**config.mk**
```make
export PLATFORM = sky130hd
export DESIGN_NAME = data_memory_arbiter
export DESIGN_NICKNAME = d
export VERILOG_FILES = /design/src/rtl/data_memory_arbiter.sv
export SDC_FILE = /design/constraint.sdc
export NUM_CORES = 1
export LEC_CHECK = 0
export ABC_AREA = 1
export CAP_MARGIN = 20
export CORE_UTILIZATION = 41
export CTS_CLUSTER_DIAMETER = 50
export DETAILED_ROUTE_END_ITERATION = 10
export PLACE_DENSITY = 0.95
export RECOVER_POWER = 50
export SYNTH_ARGS = -nofsm -noshare
export SYNTH_HDL_FRONTEND = slang
export SYNTH_SLANG_ARGS = --single-unit
```
**constraint.sdc**
```tcl
create_clock -name clk -period 3 [get_ports clk]
set_input_delay 0.45 -clock clk [delete_from_list [all_inputs] [get_ports clk]]
set_output_delay 0.45 -clock clk [all_outputs]
set_load 0.1 [all_outputs]
```
**src/rtl/data_memory_arbiter.sv**
```systemverilog
// Two-master burst arbiter in front of the single-port byte data memory.
// Define DMEM_ARB_RR_EN for round-robin tie-breaking; otherwise m0 has fixed priority.
module data_memory_arbiter #(
    parameter int unsigned N    = 16,
    parameter int unsigned BITS = 32
) (
    input  logic            clk,
    input  logic            rst_n,
    input  logic            m0_req,
    input  logic            m0_we,
    input  logic [N-1:0]    m0_addr,
    input  logic [3:0]      m0_len,
    input  logic [BITS-1:0] m0_wdata,
    output logic            m0_gnt,
    output logic            m0_beat,
    output logic            m0_done,
    output logic            m0_rvalid,
    output logic [BITS-1:0] m0_rdata,
    input  logic            m1_req,
    input  logic            m1_we,
    input  logic [N-1:0]    m1_addr,
    input  logic [3:0]      m1_len,
    input  logic [BITS-1:0] m1_wdata,
    output logic            m1_gnt,
    output logic            m1_beat,
    output logic            m1_done,
    output logic            m1_rvalid,
    output logic [BITS-1:0] m1_rdata,
    output logic [N-1:0]    mem_address,
    output logic            mem_we,
    output logic [BITS-1:0] mem_wdata,
    input  logic [BITS-1:0] mem_read_data
);

    typedef enum logic {StIdle, StBurst} state_t;

    state_t          state_q, state_d;
    logic            owner_q, owner_d;
    logic            we_q, we_d;
    logic [N-1:0]    base_q, base_d;
    logic [3:0]      len_q, len_d;
    logic [3:0]      cnt_q, cnt_d;
    logic            rvalid0_q, rvalid1_q;
    logic [BITS-1:0] rdata0_q, rdata1_q;
    logic            pick;
    logic            read_beat;

`ifdef DMEM_ARB_RR_EN
    logic last_q, last_d;
    assign pick = (m0_req && m1_req) ? !last_q : !m0_req;
`else
    assign pick = !m0_req;
`endif

    always_comb begin
        state_d     = state_q;
        owner_d     = owner_q;
        we_d        = we_q;
        base_d      = base_q;
        len_d       = len_q;
        cnt_d       = cnt_q;
`ifdef DMEM_ARB_RR_EN
        last_d      = last_q;
`endif
        m0_gnt      = 1'b0;
        m0_beat     = 1'b0;
        m0_done     = 1'b0;
        m1_gnt      = 1'b0;
        m1_beat     = 1'b0;
        m1_done     = 1'b0;
        mem_address = '0;
        mem_we      = 1'b0;
        mem_wdata   = '0;
        read_beat   = 1'b0;
        case (state_q)
            StIdle: begin
                if (m0_req || m1_req) begin
                    owner_d = pick;
                    we_d    = pick ? m1_we : m0_we;
                    base_d  = pick ? m1_addr : m0_addr;
                    len_d   = pick ? m1_len : m0_len;
                    cnt_d   = 4'd0;
                    state_d = StBurst;
`ifdef DMEM_ARB_RR_EN
                    last_d  = pick;
`endif
                end
            end
            StBurst: begin
                mem_address = base_q + N'({cnt_q, 2'b00});
                // Gated by reset so an aborted burst never writes on the reset edge.
                mem_we      = we_q && rst_n;
                mem_wdata   = owner_q ? m1_wdata : m0_wdata;
                read_beat   = !we_q;
                m0_beat     = !owner_q;
                m1_beat     = owner_q;
                m0_gnt      = !owner_q && (cnt_q == 4'd0);
                m1_gnt      = owner_q && (cnt_q == 4'd0);
                m0_done     = !owner_q && (cnt_q == len_q);
                m1_done     = owner_q && (cnt_q == len_q);
                if (cnt_q == len_q) begin
                    state_d = StIdle;
                end else begin
                    cnt_d = cnt_q + 4'd1;
                end
            end
            default: state_d = StIdle;
        endcase
    end

    always_ff @(posedge clk) begin
        if (!rst_n) begin
            state_q   <= StIdle;
            owner_q   <= 1'b0;
            we_q      <= 1'b0;
            base_q    <= '0;
            len_q     <= 4'd0;
            cnt_q     <= 4'd0;
            rvalid0_q <= 1'b0;
            rvalid1_q <= 1'b0;
            rdata0_q  <= '0;
            rdata1_q  <= '0;
`ifdef DMEM_ARB_RR_EN
            last_q    <= 1'b1;
`endif
        end else begin
            state_q   <= state_d;
            owner_q   <= owner_d;
            we_q      <= we_d;
            base_q    <= base_d;
            len_q     <= len_d;
            cnt_q     <= cnt_d;
            rvalid0_q <= read_beat && !owner_q;
            rvalid1_q <= read_beat && owner_q;
            if (read_beat && !owner_q) rdata0_q <= mem_read_data;
            if (read_beat && owner_q) rdata1_q <= mem_read_data;
`ifdef DMEM_ARB_RR_EN
            last_q    <= last_d;
`endif
        end
    end

    assign m0_rvalid = rvalid0_q;
    assign m1_rvalid = rvalid1_q;
    assign m0_rdata  = rdata0_q;
    assign m1_rdata  = rdata1_q;

endmodule

```
==> results of run 1 <==
layout make-up:
| cell class | count | area, um2 | area share (%) |
|---|---|---|---|
| clock buffers | 10 | 138 | 1.90 |
| clock inverters | 6 | 52.6 | 0.724 |
| inverters | 49 | 184 | 2.53 |
| multi-input cells | 439 | 2200 | 30.3 |
| flip-flops and latches | 93 | 1860 | 25.7 |
| well taps | 136 | 170 | 2.34 |
| repair buffers | 271 | 2650 | 36.5 |
cells by family (layout without fill, tap and decap cells):
kind of cell / after synthesis / count (layout) / synth area share (%)
and+or+nand+nor: 246 / 246 / 22.8
AOI/OAI and AO/OA: 182 / 182 / 23.5
DFF: 93 / 93 / 41.8
buffers and inverters: 92 / 336 / 8.94
adders and majority gates: 7 / 7 / 2.14
xor gates and xnor gates: 4 / 4 / 0.787
stage by stage:
| step | instances | total power, mW | setup slack [ns] | area (um2) |
|---|---|---|---|---|
| finish | 1004 | 4.05 | 0.228 | 7260 |
| global route | 1004 | 4.21 | 0.0495 | 7260 |
| CTS | 1004 | 4.12 | 0.0732 | 7520 |
| detailed placement | 988 | 3.33 | 0.469 | 7330 |
| global placement | 988 | 3.30 | 0.561 | 7330 |
| floorplan | 624 | 2.67 | -0.230 | 4470 |
power breakdown:
group	total, mW	switching [mW]	leakage (nW)	internal [mW]
logic	1.85	1.31	2.15	0.539
clock network	0.799	0.461	0.0914	0.338
registers	1.40	0.0698	0.761	1.33
total	4.05	1.84	3.00	2.21
worst max-delay path, stage by stage, from the launching register on:
cell and delay [ns]:
dfxtp_2 0.38, ha_1 0.17, inv_1 0.09, fa_1 0.43, o21ai_2 0.22, nand2_1 0.13
nor2_1 0.15, nor2_1 0.07, nor2_2 0.15, buf_12 0.19
per-layer routing:
metal | up-vias | track usage, % | part of all wire [%]
met5 | - | 0 | 0
met3 | 42 | 5.70 | 7.5
met1 | 2361 | 31.9 | 39
li1 | 2553 | - | -
met4 | 0 | 13.5 | 4.2
met2 | 239 | 50.1 | 49
repair_timing:
item	CTS	global route
endpoints found under the setup margin	0	2
hold buffers	0	0
resized for setup	0	2
final timing paths:
kind / depth (start not counted) / end / slack (ns)
max: 9 / mem_address[14] / 0.23
min: 2 / m0_rdata[4] / 0.46
max reg2reg: 6 / m1_rdata[4] / 0.38
min reg2reg: 2 / m0_rdata[4] / 0.46
state kept, by name, indices dropped and copies added, names as in the netlist:
signal / count
we_q: 1
m0_rdata: 32
len_q: 4
m0_rvalid: 1
owner_q: 1
state_q: 1
m1_rvalid: 1
m1_rdata: 32
base_q: 16
cnt_q: 4
cells in the mapped netlist (all sizes together):
| library cell | n | area (um2) |
|---|---|---|
| a21boi | 1 | 7.51 |
| xnor2 | 1 | 8.76 |
| clkbuf | 14 | 52.6 |
| o21ai | 61 | 313 |
| dfxtp | 93 | 1860 |
| a21oi | 87 | 439 |
| nor3 | 3 | 15.0 |
| nor2 | 118 | 453 |
| a22o | 32 | 280 |
| a211oi | 1 | 7.51 |
| xor2 | 3 | 26.3 |
| nand2 | 76 | 298 |
| buf | 29 | 161 |
| fa | 1 | 20.0 |
| nand4 | 3 | 18.8 |
| nand3 | 46 | 230 |
| ha | 6 | 75.1 |
| inv | 49 | 184 |
==> impl_results.md, run 1 <==
- Num rows: 37
- Drt pass-1 iters: 6
- Commonest non-fill, non-tap cells in the layout: clkdlybuf4s50_1 (140), nor2_1 (115), dfxtp_1 (92)
- Critical Path Start: cnt_q[0]
- Synth unique cells: 28
- Initial Utilization: a little over two fifths
- Sequential share of the synthesized area: 41.8%
- Synth Cell Area: 0.00445 mm2
- Post-Syn Area per Cell: 7.13 um2
- Global-route wire length before repair: 25000 um
- ANT nets after route: 0
- Ys Warns: 0
- Worst EP arrival: ~2.3 ns
- Pin count of the biggest net entering global routing: 55
- Max_cap viols: 0
- Vias: 5195
- Clock transition at the registers of the reported paths: 0.09 ns
- Post-synthesis cell count: between 600 and 700
- Number of H-tree levels: 3
- Most common cell after layout, fill and taps aside: clkdlybuf4s50_1
- Final setup violation count: 0
- Initial antenna violation count: 0
- Grt ovf: 0
- Setup TNS: 0 ns
- CP startpoint kind: flip-flop
- Nets: ~1000
- Num ports: 263
- Layout cell share with drive strength beyond 1: a little over a tenth
- Worst vdd ir: around 0.39 mV
- CP Max Fanout: 5
- CP Class: reg -> out
- Clk_lat worst skew: 0.35 ns
- Min cycle time layout: around 2.8 ns
- Routability cong.: 0.868
- Crit end category: output port
- Max clock buf depth: 2
- Utilization after layout: between 60% and 70%
- Fmax: 361 MHz
- Hold Vio Cnt, Final: 0
- Worst-Margin Slew: ~1.2 ns
- Worst r2r src: state_q
- Max transition margin: 17.4%
- Via-per-instance ratio: 5.17
- Area delta synth->final: 63.1%
- Pwr dens: 558 mW/mm2
- CTS tree: built
- Clock Skews: between 0.015 and 0.02 ns
- CTS root buf: clkbuf_8
- Post-CTS Setup Bufs: 0
- Num CTS Buffers: 9
- Crit share post-route: 92.4%
- Status: finished, final reports clean
- Total track usage: 28.1%
- Core Box Area: 0.0104 mm2
- Antenna Cells: 0
- Die Height: 106 um
- Vias in the first global route: 5009
- WL/cell: roughly 16 um
- Req. time, crit path: 2.55 ns
- Final HPWL DP: ~12000 um
- Initial drt markers: roughly 330
- Worst hold slack: 0.465 ns
- DRC viols: 0
- I/O Buffers: 262
- Post-synthesis register bit count: 93
- Min-delay worst type: reg -> reg
- Clock sinks: 93
- Die area: 0.0113 mm2
- Worst hold start: m0_rdata[4]
- Layout filler cell count: 856
- WL final: ~16000 um
- Leakage power: between 2 and 3 nW
- Unrepaired setup endpoints after global routing: no
- Syn Nets: 773
- DIE WIDTH: 106 um
- Max Slew Vio Count: 0
(Power assumes the default switching activity.)
==> run 2: changes to the inputs <==
CORE_AREA = 2 2 102 104   (was default)
CORE_UTILIZATION = default   (was 41)
DIE_AREA = 0 0 104 106   (was default)
DONT_BUFFER_PORTS = 1   (was default)
PLACE_DENSITY = 0.69   (was 0.95)
==> run 2 against run 1 <==
  * Via count fell by 17%
  * Non-clock buffer count shrank 213
  * Critical endpoint unchanged
  * Worst setup slack got worse by 0.093 ns
  * Total power decreased by 3.7%
  * Combinational power is 37% lower
  * Sequential cell count unchanged
==> impl_results.md, run 2 (synthesis results as in run 1) <==
- Routability cong.: 0.895 (+3.1%)
- Req. time, crit path: 2.55 ns (about the same)
- Pin count of the biggest net entering global routing: 56 (+1.8%)
- Via-per-instance ratio: 5.48 (+5.8%)
- Total track usage: 24.3% (-3.9 points)
- CTS resizes: 1 (+1)
- CTS tree: built
- Area delta synth->final: 24.6%
- CP Max Fanout: 5 (unchanged)
- Worst-Margin Slew: 1.09 ns (-0.156 ns)
- Unrepaired setup endpoints after global routing: no
- Worst vdd ir: 0.320 mV (-17%)
- Clock transition at the registers of the reported paths: 0.10 ns (about the same)
- Vias: 4332 (-17%)
- Die area: 0.0110 mm2 (-2.3%)
- DIE WIDTH: 104 um (-2.1%)
- Clk_lat worst skew: 0.36 ns (about the same)
- Final HPWL DP: 10000 um (-17%)
- Clock Skews: 0.0143 ns (-0.00206 ns)
- Utilization after layout: 55.5% (-14 points)
- Final setup margin: 0.135 ns (-0.0928 ns)
- Pwr dens: 704 mW/mm2 (+26%)
- Grt ovf: 0 (unchanged)
- Commonest non-fill, non-tap cells in the layout: nor2_1 (102), dfxtp_1 (92), a21oi_1 (83)
- Post-CTS Setup Bufs: 0 (unchanged)
- Hold Vio Cnt, Final: 0 (unchanged)
- Layout filler cell count: 952 (+11%)
- Die Height: 106 um (-0.19%)
- Clock sinks: 93 (unchanged)
- DRC viols: 0 (unchanged)
- Num rows: 37 (unchanged)
- WL/cell: 17.4 um (+7.0%)
- Max_cap viols: 0 (unchanged)
- Crit end category: output port
- Num ports: 263 (unchanged)
- Min-delay worst type: in -> reg
- Status: finished, final reports clean
- Hold-fix buffers, CTS: 0 (unchanged)
- Fmax: 349 MHz (-3.2%)
- I/O Buffers: 0 (-100%)
- Setup Slack @ Placement: 0.385 ns (-0.0842 ns)
- Initial drt markers: 337 (+2.7%)
- WL final: 13800 um (-16%)
- Leakage power: 2.33 nW (-22%)
- Most common cell after layout, fill and taps aside: nor2_1
- Crit share post-route: 95.5% (+3.1 points)
- Max transition margin: 27.3% (+10 points)
- CP startpoint kind: flip-flop
- CP Class: reg -> out
- Initial Utilization: 44.5% (+1.8 points)
- Nets: 799 (-21%)
- Vias in the first global route: 4092 (-18%)
- Layout cell share with drive strength beyond 1: 15.4% (+4.6 points)
- Worst EP arrival: 2.41 ns (+0.09 ns)
- Antenna Cells: 0 (unchanged)
- Number of H-tree levels: 3 (unchanged)
- Final setup violation count: 0 (unchanged)
- Max clock buf depth: 2 (unchanged)
- Min cycle time layout: 2.86 ns (+0.0928 ns)
- Max Slew Vio Count: 0 (unchanged)
- Num CTS Buffers: 9 (unchanged)
- CTS root buf: clkbuf_8
- Core Box Area: 0.0100 mm2 (-4.0%)
- ANT nets after route: 0 (unchanged)
- Drt pass-1 iters: 5 (-1)
- Initial antenna violation count: 0 (unchanged)
- Global-route wire length before repair: 21500 um (-14%)
run 2: cell types whose count changed in the layout (fill, tap and decap cells not counted), moves of 2 or more:
| cell | previous run | this run |
|---|---|---|
| clkdlybuf4s50_1 | 140 | 0 |
| clkbuf_1 | 66 | 0 |
| nor2_1 | 115 | 102 |
| nor2_2 | 2 | 15 |
| buf_12 | 41 | 34 |
| bufinv_16 | 0 | 2 |
run 2: layout make-up:
cell class | count | area, um2 | area share [%]
multi-input combinational | 439 | 2240 | 40.5
inverter | 49 | 184 | 3.32
clock buffer | 9 | 124 | 2.23
clock inverter | 7 | 97.6 | 1.76
timing repair buffer | 58 | 862 | 15.5
sequential | 93 | 1860 | 33.6
tap | 136 | 170 | 3.07
run 2: worst paths after layout:
path              startpoint         endpoint  slack [ns]  cells past startpoint
setup / recovery    cnt_q[0]  mem_address[14]        0.14                      9
hold / removal        m0_req          owner_q        0.18                      1
setup reg to reg     state_q     m1_rdata[22]        0.42                      6
hold reg to reg     cnt_q[3]         cnt_q[3]        0.55                      2
run 2: worst max-delay path: stages (launching register included):
cell and delay, ns:
dfxtp_2 0.38, ha_1 0.17, inv_1 0.07, fa_1 0.42, o21ai_2 0.26, nand2_1 0.14
nor2_1 0.15, nor2_1 0.07, nor2_2 0.10, buf_4 0.29
run 2: power by group:
part           internal (mW)  total (mW)  switching (mW)
Sequential              1.33        1.82           0.488
Combinational          0.341        1.16           0.815
Clock                  0.473       0.930           0.458
Total                   2.14        3.90            1.76
run 2: metal layers:
layer  up-vias  GRT usage [%]  wire length (um)
met5         -              0                 0
met4         0           10.5               435
met3        26           7.30              1040
met2       198           39.8              6640
met1      1976           29.6              5670
li1       2132              -                 -
run 2: stage by stage:
stage	area, um2	TNS (ns)	power (mW)	cells	hold WS [ns]
after floorplan	4470	-0.230	2.67	624	0.486
after global placement	5330	0	2.98	775	0.508
after detailed placement	5330	0	3.00	775	0.539
after CTS	5560	0	3.93	791	0.162
after global routing	5550	0	4.05	791	0.156
final	5550	0	3.90	791	0.179
==> run 3: changes to the inputs <==
SETUP_SLACK_MARGIN = 0.3   (was default)
==> run 3 against run 2 <==
  * Sequential power about the same
  * Worst hold slack improved by 0.021 ns
  * Final cell count grew 0.63%
  * Via count is 2.7% higher
  * First-iteration DRC count shrank 11%
  * Total power down 2.0%
  * Sequential cell count is the same
  * Highest routed layer unchanged
==> impl_results.md, run 3 (synthesis results as in run 1) <==
- Status: finished, final reports clean
- Clock sinks: 93 (unchanged)
- CTS root buf: clkbuf_8
- Pin count of the biggest net entering global routing: 56 (unchanged)
- Worst r2r src: state_q
- Final HPWL DP: 10600 um (+5.9%)
- WL final: 14600 um (+6.3%)
- Placed cells: 776 (+0.13%)
- Layout cell share with drive strength beyond 1: 17.3% (+1.9 points)
- Num CTS Buffers: 9 (unchanged)
- Core Box Area: 0.0100 mm2 (unchanged)
- CP Class: reg -> out
- CTS tree: built
- ANT nets after route: 0 (unchanged)
- Die area: 0.0110 mm2 (unchanged)
- Clock Skews: 0.0170 ns (+0.00275 ns)
- CP startpoint kind: flip-flop
- Grt ovf: 0 (unchanged)
- Pwr dens: 680 mW/mm2 (-3.4%)
- Min-delay worst type: in -> reg
- Vias: 4447 (+2.7%)
- Number of H-tree levels: 3 (unchanged)
- CP Max Fanout: 4 (-1)
- Req. time, crit path: 2.55 ns (about the same)
- Worst EP arrival: 2.21 ns (-0.20 ns)
- Crit share post-route: 88.6% (-6.9 points)
- Routability cong.: 0.886 (-0.97%)
- Setup TNS: 0 ns (unchanged)
- CP Capture Point: mem_address[14]
- Max_cap viols: 0 (unchanged)
- Num rows: 37 (unchanged)
- Global-route wire length before repair: 22500 um (+5.0%)
- Nets: 803 (+0.50%)
- Die Height: 106 um (unchanged)
- Area delta synth->final: 26.3%
- Max Slew Vio Count: 0 (unchanged)
- Layout filler cell count: 897 (-5.8%)
- Worst vdd ir: 0.402 mV (+25%)
- I/O Buffers: 0 (unchanged)
- Initial antenna violation count: 1 (+1)
- Hold Vio Cnt, Final: 0 (unchanged)
- DRC viols: 0 (unchanged)
- Total track usage: 25.5% (+1.3 points)
- Fmax: 376 MHz (+7.8%)
- Num ports: 263 (unchanged)
- Via-per-instance ratio: 5.59 (+2.0%)
- R2R Setup Slk: 0.56 ns (+0.14 ns)
- Leakage power: 2.35 nW (+0.54%)
- Initial Utilization: 44.5% (unchanged)
- DIE WIDTH: 104 um (unchanged)
- Max clock buf depth: 2 (unchanged)
- Worst-Margin Slew: 1.11 ns (+0.0180 ns)
- Vias in the first global route: 4294 (+4.9%)
- WL/cell: 18.4 um (+5.6%)
- Drt pass-1 iters: 5 (unchanged)
- Worst r2r dst: base_q[2]
- Final setup violation count: 0 (unchanged)
- Initial drt markers: 301 (-11%)
- Commonest non-fill, non-tap cells in the layout: nor2_1 (100), dfxtp_1 (90), a21oi_1 (84)
- Clock transition at the registers of the reported paths: 0.10 ns (about the same)
- Max transition margin: 26.1% (-1.2 points)
- Most common cell after layout, fill and taps aside: nor2_1
- Min cycle time layout: 2.66 ns (-0.207 ns)
- Unrepaired setup endpoints after global routing: no
- Fin cells: 796 (+0.63%)
- Crit end category: output port
- Critical Path Start: cnt_q[0]
- Worst R2R Path Depth: 5 (-1)
- Clk_lat worst skew: 0.36 ns (about the same)
-- run 3: cell types whose count changed in the layout (fill, tap and decap cells not counted), sizes merged --
cell      before  now
diode          0    1
clkbuf        10    9
buf           57   62
clkinv         2    3
inv           50   52
bufinv         2    0
clkinvlp       2    1
-- run 3: worst max-delay path: stages, from the launching register on --
cell and delay (ns):
dfxtp_1 0.39, ha_4 0.15, inv_2 0.05, fa_2 0.42, o21ai_4 0.22, nand2_2 0.11
nor2_2 0.14, nand2_1 0.07, nand2_2 0.08, nor2_4 0.05, buf_12 0.16
-- run 3: report_power, final --
group	total (mW)	switching (mW)	internal (mW)
clock	0.823	0.495	0.329
sequential	1.82	0.494	1.33
combinational	1.18	0.824	0.355
total	3.82	1.81	2.01
-- run 3: final cells by class --
cell class	count	area [um2]	share of cell area, %
timing repair buffer	62	920	16.4
antenna	1	2.50	0.0445
multi-input combinational	439	2280	40.6
inverter	49	184	3.27
tap	136	170	3.03
clock inverter	7	75.1	1.33
clock buffer	9	124	2.20
sequential	93	1870	33.2
-- run 3: what timing repair did --
action,CTS,global route
hold buffers,0,0
endpoints found under the setup margin,5,8
pin swaps,1,4
setup buffers,0,3
resized for setup,12,12
-- run 3: worst min-delay path by stage --
stage	cells past startpoint	start	slack [ns]	endpoint
after detailed placement	2	cnt_q[3]	0.51	cnt_q[3]
final	1	m0_req	0.20	owner_q
after global routing	1	m0_req	0.18	owner_q
after CTS	1	m0_req	0.17	owner_q
after floorplan	2	cnt_q[3]	0.49	cnt_q[3]
after global placement	2	cnt_q[3]	0.51	cnt_q[3]
-- run 3: metal layers --
metal / track usage, % / up-vias / routed length, um
li1: - / 2139 / -
met1: 28.8 / 2012 / 5390
met2: 44.2 / 257 / 7360
met3: 8.77 / 39 / 1410
met4: 10.7 / 0 / 473
met5: 0 / - / 0
-- run 3: stage by stage --
step / utilization [%] / cell area, um2 / setup slack, ns / hold WS [ns] / power, mW
floorplan: - / 4500 / -0.230 / 0.486 / 2.68
global placement: 53.5 / 5350 / 0.431 / 0.507 / 2.99
detailed placement: 53.5 / 5350 / 0.352 / 0.510 / 3.01
CTS: 55.9 / 5590 / 0.313 / 0.175 / 3.84
global route: 56.2 / 5620 / 0.248 / 0.181 / 3.96
finish: 56.2 / 5620 / 0.342 / 0.200 / 3.82
